<file path="config.mk">
export PLATFORM = sky130hd
export DESIGN_NAME = repeat_count_reporter
export DESIGN_NICKNAME = d
export VERILOG_FILES = /design/src/rtl/repeat_count_reporter.sv
export SDC_FILE = /design/constraint.sdc
export NUM_CORES = 1
export LEC_CHECK = 0
export BUFFER_PORTS_ARGS = -buffer_cell sky130_fd_sc_hd__clkbuf_2
export CORE_MARGIN = 2
export CORE_UTILIZATION = 62
export DETAILED_ROUTE_END_ITERATION = 6
export MAX_ROUTING_LAYER = met4
export PLACE_DENSITY = 0.83
export SETUP_SLACK_MARGIN = 0.5
export SLEW_MARGIN = 5
export SYNTH_ARGS = -nofsm -noshare
export SYNTH_HDL_FRONTEND = slang
export SYNTH_SLANG_ARGS = --single-unit
</file>
<file path="constraint.sdc">
create_clock -name clk -period 4.3 [get_ports clk]
set_input_delay 0.645 -clock clk [delete_from_list [all_inputs] [get_ports clk]]
set_output_delay 0.645 -clock clk [all_outputs]
set_load 0.02 [all_outputs]
</file>
<file path="src/rtl/repeat_count_reporter.sv">
// repeat_count_reporter
// Serialises the 10-bit repeated-word tally as a 4-byte UART-style frame:
// header, count high, count low, XOR checksum. A frame is sent on request or,
// when enabled, automatically whenever the tally differs from the last value sent.
// One further trigger that arrives while a frame is in flight is remembered, and
// produces exactly one follow-up frame.

module repeat_count_reporter #(
    parameter int          CLKS_PER_BIT = 16,
    parameter int          AUTO_REPORT  = 1,
    parameter logic [7:0]  HEADER       = 8'hA5
) (
    input  logic        clk,
    input  logic        reset,
    input  logic [9:0]  count_in,
    input  logic        report_req,
    output logic        tx,
    output logic        busy,
    output logic        frame_done
);

    localparam int TIMER_W = (CLKS_PER_BIT > 1) ? $clog2(CLKS_PER_BIT) : 1;
    localparam logic [TIMER_W-1:0] TIMER_LAST = TIMER_W'(CLKS_PER_BIT - 1);

    typedef enum logic [2:0] {
        IDLE  = 3'd0,
        START = 3'd1,
        DATA  = 3'd2,
        STOP  = 3'd3,
        DONE  = 3'd4
    } state_t;

    state_t              state_reg;
    logic [TIMER_W-1:0]  timer_reg;
    logic [2:0]          bit_idx_reg;
    logic [1:0]          byte_idx_reg;
    logic [9:0]          shadow_reg;
    logic [9:0]          last_sent_reg;
    logic                pending_reg;
    logic                tx_reg;
    logic                busy_reg;
    logic                frame_done_reg;

    logic                auto_hit;
    logic                trigger;
    logic                bit_end;
    logic                in_flight;
    logic [2:0]          next_bit_idx;
    logic [7:0]          frame_byte [4];
    logic [7:0]          cur_byte;

    // Auto trigger compares against the value last latched into a frame, not the previous cycle
    assign auto_hit     = (AUTO_REPORT != 0) && (count_in != last_sent_reg);
    assign trigger      = report_req | auto_hit;
    assign bit_end      = (timer_reg == TIMER_LAST);
    assign in_flight    = (state_reg == START) || (state_reg == DATA) || (state_reg == STOP);
    assign next_bit_idx = bit_idx_reg + 3'd1;

    // Frame contents are built from the shadow copy so count_in may move freely mid-frame
    assign frame_byte[0] = HEADER;
    assign frame_byte[1] = {6'b0, shadow_reg[9:8]};
    assign frame_byte[2] = shadow_reg[7:0];
    assign frame_byte[3] = frame_byte[0] ^ frame_byte[1] ^ frame_byte[2];

    // Byte currently being shifted out
    always_comb begin
        cur_byte = frame_byte[byte_idx_reg];
    end

    // Frame sequencer: bit timing, byte walking, trigger capture and registered outputs
    always_ff @(posedge clk or posedge reset) begin
        if (reset) begin
            state_reg      <= IDLE;
            timer_reg      <= '0;
            bit_idx_reg    <= '0;
            byte_idx_reg   <= '0;
            shadow_reg     <= '0;
            last_sent_reg  <= '0;
            pending_reg    <= 1'b0;
            tx_reg         <= 1'b1;
            busy_reg       <= 1'b0;
            frame_done_reg <= 1'b0;
        end else begin
            frame_done_reg <= 1'b0;

            // A trigger during transmission collapses into a single pending frame
            if (trigger && in_flight) begin
                pending_reg <= 1'b1;
            end

            case (state_reg)
                IDLE: begin
                    if (trigger) begin
                        shadow_reg    <= count_in;
                        last_sent_reg <= count_in;
                        timer_reg     <= '0;
                        bit_idx_reg   <= '0;
                        byte_idx_reg  <= '0;
                        tx_reg        <= 1'b0;
                        busy_reg      <= 1'b1;
                        state_reg     <= START;
                    end else begin
                        tx_reg   <= 1'b1;
                        busy_reg <= 1'b0;
                    end
                end

                START: begin
                    if (bit_end) begin
                        timer_reg   <= '0;
                        bit_idx_reg <= '0;
                        tx_reg      <= cur_byte[0];
                        state_reg   <= DATA;
                    end else begin
                        timer_reg <= timer_reg + TIMER_W'(1);
                    end
                end

                DATA: begin
                    if (bit_end) begin
                        timer_reg <= '0;
                        if (bit_idx_reg == 3'd7) begin
                            tx_reg    <= 1'b1;
                            state_reg <= STOP;
                        end else begin
                            bit_idx_reg <= next_bit_idx;
                            tx_reg      <= cur_byte[next_bit_idx];
                        end
                    end else begin
                        timer_reg <= timer_reg + TIMER_W'(1);
                    end
                end

                STOP: begin
                    if (bit_end) begin
                        timer_reg <= '0;
                        if (byte_idx_reg == 2'd3) begin
                            tx_reg         <= 1'b1;
                            frame_done_reg <= 1'b1;
                            state_reg      <= DONE;
                        end else begin
                            byte_idx_reg <= byte_idx_reg + 2'd1;
                            tx_reg       <= 1'b0;
                            state_reg    <= START;
                        end
                    end else begin
                        timer_reg <= timer_reg + TIMER_W'(1);
                    end
                end

                DONE: begin
                    // Back-to-back frame keeps busy high; the fresh value is latched here
                    if (pending_reg || trigger) begin
                        pending_reg   <= 1'b0;
                        shadow_reg    <= count_in;
                        last_sent_reg <= count_in;
                        timer_reg     <= '0;
                        bit_idx_reg   <= '0;
                        byte_idx_reg  <= '0;
                        tx_reg        <= 1'b0;
                        state_reg     <= START;
                    end else begin
                        tx_reg    <= 1'b1;
                        busy_reg  <= 1'b0;
                        state_reg <= IDLE;
                    end
                end

                default: begin
                    tx_reg    <= 1'b1;
                    busy_reg  <= 1'b0;
                    state_reg <= IDLE;
                end
            endcase
        end
    end

    assign tx         = tx_reg;
    assign busy       = busy_reg;
    assign frame_done = frame_done_reg;

endmodule

</file>
---- Word level (Yosys, flattened, before mapping) ----
Index checks and enable logic that the tools add are counted.
word-level totals
  bits in registers ....................... 26
  output and inout bits ................... 3
  logic and storage cells ................. 100
operators by class
  add/subtract/negate cells ............... 3
  magnitude comparators ................... 2
  equal/unequal tests ..................... 17
  muxes and demuxes ....................... 47
  bitwise gates (word level) .............. 5
  reductions and logical operators ........ 17
operator list
  kind                                                  count
  2-to-1 mux 3 bit                                      11
  2-to-1 mux 10 bit                                     2
  case mux 10 bit (2 select lines)                      1
  binary-select mux 8 bit (select 2 bit)                1
  2-to-1 mux 1 bit                                      16
  2-to-1 mux 8 bit                                      2
  != test 2 bit (second input constant)                 8
  case mux 3 bit (5 select lines)                       1
  2-to-1 mux 4 bit                                      3
  case mux 3 bit (4 select lines)                       1
  case mux 4 bit (3 select lines)                       1
  != test 10 bit                                        1
  AND reduction 5 bit                                   2
  AND reduction 3 bit                                   3
  2-to-1 mux 2 bit                                      4
  bitwise XOR 8 bit                                     1
  equality test 3 x 2 -> 1 bit (second input constant)  2
  equality test 3 bit (second input constant)           2
  case mux 2 bit (3 select lines)                       1
  AND reduction 6 bit                                   1
  nonzero test 3 bit                                    2
  case mux 1 bit (5 select lines)                       1
  adder 4 x 1 -> 4 bit (second input constant)          1
  equality test 4 bit (second input constant)           1
  other kinds (20)                                      22

---- Depth between registers and ports, before layout ----
  depth after elaboration ................. 10
  depth in mapped cells ................... 7
  mapped depth without buffers ............ 7

---- Worst setup path after synthesis ----
OpenSTA, ideal clock, no wires.
  path kind ............................... input to register
  start point ............................. input count_in[2]
  end point ............................... register last_sent_reg[0]
  setup time .............................. 0.125 ns
  arrival time ............................ 1.873 ns
  slack ................................... 2.302 ns
  stages on the path ...................... 7
  cells stage by stage .................... xor2_1 -> nor4_2 -> and3_1 -> buf_6 -> a21oi_4 -> buf_6 -> mux2_4
on the way
  cells in the longest elaborated chain, start to end .. 5
  elaborated cells on any way between the ends .. 6
  classes of those cells .................. eq/ne: 3; bitwise: 1; reduce/logical: 2
RTL lines
  what                             line  RTL
  start, declared                  15    input logic [9:0] count_in,
  != test 10 bit *                 53    assign auto_hit = (AUTO_REPORT != 0) && (count_in != last_sent_reg);
  OR 1 bit *                       54    assign trigger = report_req | auto_hit;
  logical OR 1 bit                 153   if (pending_reg || trigger) begin
  != test 2 bit (no line)          n/a
  AND reduction 3 bit (no line) *  n/a
  end signal, assigned             95    last_sent_reg <= count_in;
  end signal, assigned             156   last_sent_reg <= count_in;
  end, declared                    38    logic [9:0] last_sent_reg;
Every way passes the cells marked *; elsewhere a longest branch is shown, timed or not.
A chain may end at the register's enable or synchronous reset.

---- Final worst setup path ----
  start point ............................. register last_sent_reg[8]
  end point ............................... register last_sent_reg[2]
on the way
  cells in the longest elaborated chain, start to end .. 5
  elaborated cells on any way between the ends .. 6
  classes of those cells .................. eq/ne: 3; bitwise: 1; reduce/logical: 2
RTL lines
  what                             line
  != test 10 bit *                 53
  OR 1 bit *                       54
  logical OR 1 bit                 153
  != test 2 bit (no line)          n/a
  AND reduction 3 bit (no line) *  n/a
Marks and branches as above.

==> impl.org <==
** Detailed routing
- Summed over all layers, the routed wires come to 3.13 mm.
- Routed Antenna Nets :: 0
- Number of remaining DRC errors :: 0
- Via density :: 6.14
- In the final routed layout, each cell accounts on average for 15.5 µm.
- In this run, the number of DRC markers left after iteration 0 of detailed routing was 32.
- The final route contains 1241 vias.
- Initial DRT Pass Iterations :: 5

** Floorplan
- 16 I/O pins were placed.
- Core region area :: 0.00245 mm²
- Measured along the x axis, the die boundary spans 54.8 µm.
- Vertical die dimension :: 54.8 µm
- Std cell rows :: 18
- Starting utilization of the core area :: 65.2%
- The die covers 0.00301 mm².

** Layout
- In the layout the commonest cells are dfrtp_1 (25), nand2_1 (24), clkbuf_2 (15).
- The register with the most flip-flops in the layout has 10 of them.
- At the end of the flow the core is filled with cells to 69.6%.
- Antenna diode instance count :: 0
- Filler Cells Inserted :: 200
- At the end of the flow, the number of nets in the layout was 190.
- The post-route netlist has 21.5% of its cells at a drive strength greater than 1.
- Relative to the synthesized area, the layout overhead comes to 6.72%.
- Leading cell type in the layout, fill and taps excluded :: dfrtp_1

** Clock network
- Clock transition at the register clock pins on the worst setup and hold paths after CTS :: 150 ps
- In this run the deepest clock path goes through 2 buffers.
- TritonCTS built the clock tree.
- Cts-stage hold buffer count :: 0
- Buffers added to address setup during post-CTS repair amount to 0.
- The tree is rooted in a clkbuf_4.
- Post-CTS resize count :: 0
- At the later pin of the worst-skew pair, clock insertion delay measures 330 ps.
- CTS buffer count :: 3
- Counting every sink on the clock net gives 26.
- Number of H-tree levels :: 1

** Setup path
- For this design, the slowest cell found on the critical path is a21oi_4.
- WP data required :: 4540 ps
- Series of cell instances along the critical path :: xor2_1 > nor3_1 > and3_1 > a21oi_4 > mux2_2
- Crit path arrival time :: 2290 ps
- Worst setup EP type :: flop
- Along the worst path, the maximum fanout reaches 13.
- The worst setup path is launched from a flop.
- Worst Path Class, Setup :: flop to flop
- Crit-path max cell delay :: 480 ps

** Job
- Number of maximum-capacitance violations :: 0

** Power and ir drop
- Portion of total power attributed to combinational logic :: 7.9%
- Summed over all nets, the switching power comes to 101 µW.
- Pwr Density :: 271 mW/mm²
- Sequential share of power :: 55.0%
- Net Sw Frac :: 21.8%
- VDD IR-drop max :: 0.000187 V
- The clock network burns 37.1% of the power.
- Reported leakage power :: 0.782 nW
- Internal power of the cells :: 361 µW

** Global routing
- Maximum number of pins on one net before global-route repair :: 27
- GRT Util Overall :: 25.7%
- Wire length of the first global-routing pass :: 5.43 mm
- Antenna violations before repair :: 0
- Vias in the first global route :: 1211
- The total overflow left after global routing is 0.

** Placement
- Final HPWL DP :: 2.34 mm
- Final Wtd Congestion :: 0.859
- Port buffering added 15 buffers.

** STA
- The final critical path takes up 47.8% of the cycle.
- The number of endpoints with negative hold slack in the final report is 0.
- Total negative slack :: 0 ps
- Hold timing on the final database bottoms out at a slack of 494 ps.
- Final count of pins violating max slew :: 0
- For the pin with the worst max-slew slack, the measured transition is 973 ps.
- The worst path needs 2060 ps of the cycle, external delays included.
- Derived from the worst setup path, the maximum achievable clock frequency is 0.486 GHz.
- Endpoints failing setup :: 0
- Worst Clk Skew :: 10.2 ps
- Max-slew headroom at the worst pin :: 35.1%
- Unrepaired setup endpoints after global routing :: false

** Logic synthesis
- For this run, asynchronously set or reset flops after synthesis account for 100%.
- The number of nets in the synthesized netlist is 178.
- Number of enable-type register cells in the synthesized netlist :: 0
- Cell count after synthesis :: 161
- Sequential cell area fraction in the yosys report :: 40.7%
- Synthesized flop and latch total :: 26
- After synthesis the cells add up to 0.00160 mm².
- Leading register cell type out of synthesis :: dfrtp_1
- Mean post-synth cell area :: 9.95 µm²
- Number of distinct library cells after synthesis :: 43
- Yosys printed 0 warnings.

** Outcome
- The run finished with clean final reports.

** Min path
- Tightest Hold Check Type :: input pin to async pin
## cells in the mapped netlist, types with 2 or more instances
| cell type | n | area (µm²) |
|---|---|---|
| mux2_2 | 7 | 78.8 |
| and3_1 | 4 | 25.0 |
| nor2_1 | 9 | 33.8 |
| nor3b_1 | 2 | 15.0 |
| a21o_1 | 2 | 15.0 |
| inv_1 | 3 | 11.3 |
| nand2_1 | 24 | 90.1 |
| ha_1 | 4 | 50.1 |
| xor2_1 | 12 | 105 |
| mux2i_1 | 5 | 50.1 |
| nand2b_1 | 2 | 12.5 |
| mux2_4 | 5 | 75.1 |
| nor3_1 | 3 | 15.0 |
| buf_6 | 3 | 33.8 |
| dfrtp_1 | 25 | 626 |
| nand4_1 | 3 | 18.8 |
| a31oi_1 | 4 | 25.0 |
| a21oi_1 | 5 | 25.0 |
| xnor2_1 | 2 | 17.5 |
| o21ai_0 | 7 | 35.0 |
| nand3_1 | 5 | 25.0 |
| nor4_2 | 2 | 25.0 |
| clkbuf_1 | 3 | 11.3 |
## worst max-delay path: cells and delay by family (launching register included)
kind            cells  cell delay (ps)
xor+xnor            1              260
compound gates      1              480
flops               1              440
simple gates        2              400
mux                 1              400
## stage by stage
stage / cells / setup WS [ps] / power, mW / area (µm²)
2_1_floorplan: 161 / 2300 / 0.282 / 1600
3_3_place_gp: 198 / 2030 / 0.294 / 1660
3_5_place_dp: 198 / 1920 / 0.296 / 1660
4_1_cts: 202 / 2250 / 0.462 / 1710
5_1_grt: 202 / 2130 / 0.480 / 1710
6_report: 202 / 2240 / 0.462 / 1710
## area by class of cell
cell class,instances,area [µm²],share of cell area [%]
clock inverters,1,30.0,1.76
flip-flops and latches,26,652,38.1
well taps,30,37.5,2.20
inverters,3,11.3,0.659
repair buffers,15,75.1,4.39
clock buffers,3,22.5,1.32
multi-input cells,124,881,51.5
## layer usage
metal	vias up	wire length, µm	GRT usage, %
li1	596	-	-
met1	575	1330	32.1
met2	55	1540	42.9
met3	15	165	2.73
met4	0	97	9.58
met5	-	0	-
## final timing paths
| check | startpoint | to | slack (ps) | depth (start not counted) |
|---|---|---|---|---|
| setup / recovery | last_sent_reg[8]$_DFFE_PP0P_ | last_sent_reg[2]$_DFFE_PP0P_ | 2240 | 5 |
| hold / removal | reset | last_sent_reg[3]$_DFFE_PP0P_ | 490 | 2 |
| setup reg to reg | last_sent_reg[8]$_DFFE_PP0P_ | last_sent_reg[2]$_DFFE_PP0P_ | 2240 | 5 |
| hold reg to reg | timer_reg[3]$_DFFE_PP0P_ | timer_reg[3]$_DFFE_PP0P_ | 530 | 1 |
| max in group asynchronous | reset | last_sent_reg[6]$_DFFE_PP0P_ | 3220 | 2 |
| min in group clk | timer_reg[3]$_DFFE_PP0P_ | timer_reg[3]$_DFFE_PP0P_ | 530 | 1 |
## power groups by stage
stage	Sequential [mW]	Combinational, mW	Clock [mW]
2_1_floorplan	0.257	0.0245	0
3_3_place_gp	0.258	0.0353	0
3_5_place_dp	0.259	0.0370	0
4_1_cts	0.254	0.0372	0.171
5_1_grt	0.255	0.0408	0.184
6_report	0.254	0.0366	0.172
## kinds of logic after synthesis
logic type                 count (synthesis)  share of synthesized area (%)
and+or+nand+nor                           61                           19.5
AOI/OAI and AO/OA                         28                           12.0
DFF                                       26                           40.7
muxes                                     17                           12.7
xor gates and xnor gates                  14                           7.66
buffers and inverters                     11                           4.30
adders and majority gates                  4                           3.13
No activity file was read; power rests on OpenSTA's default activity.
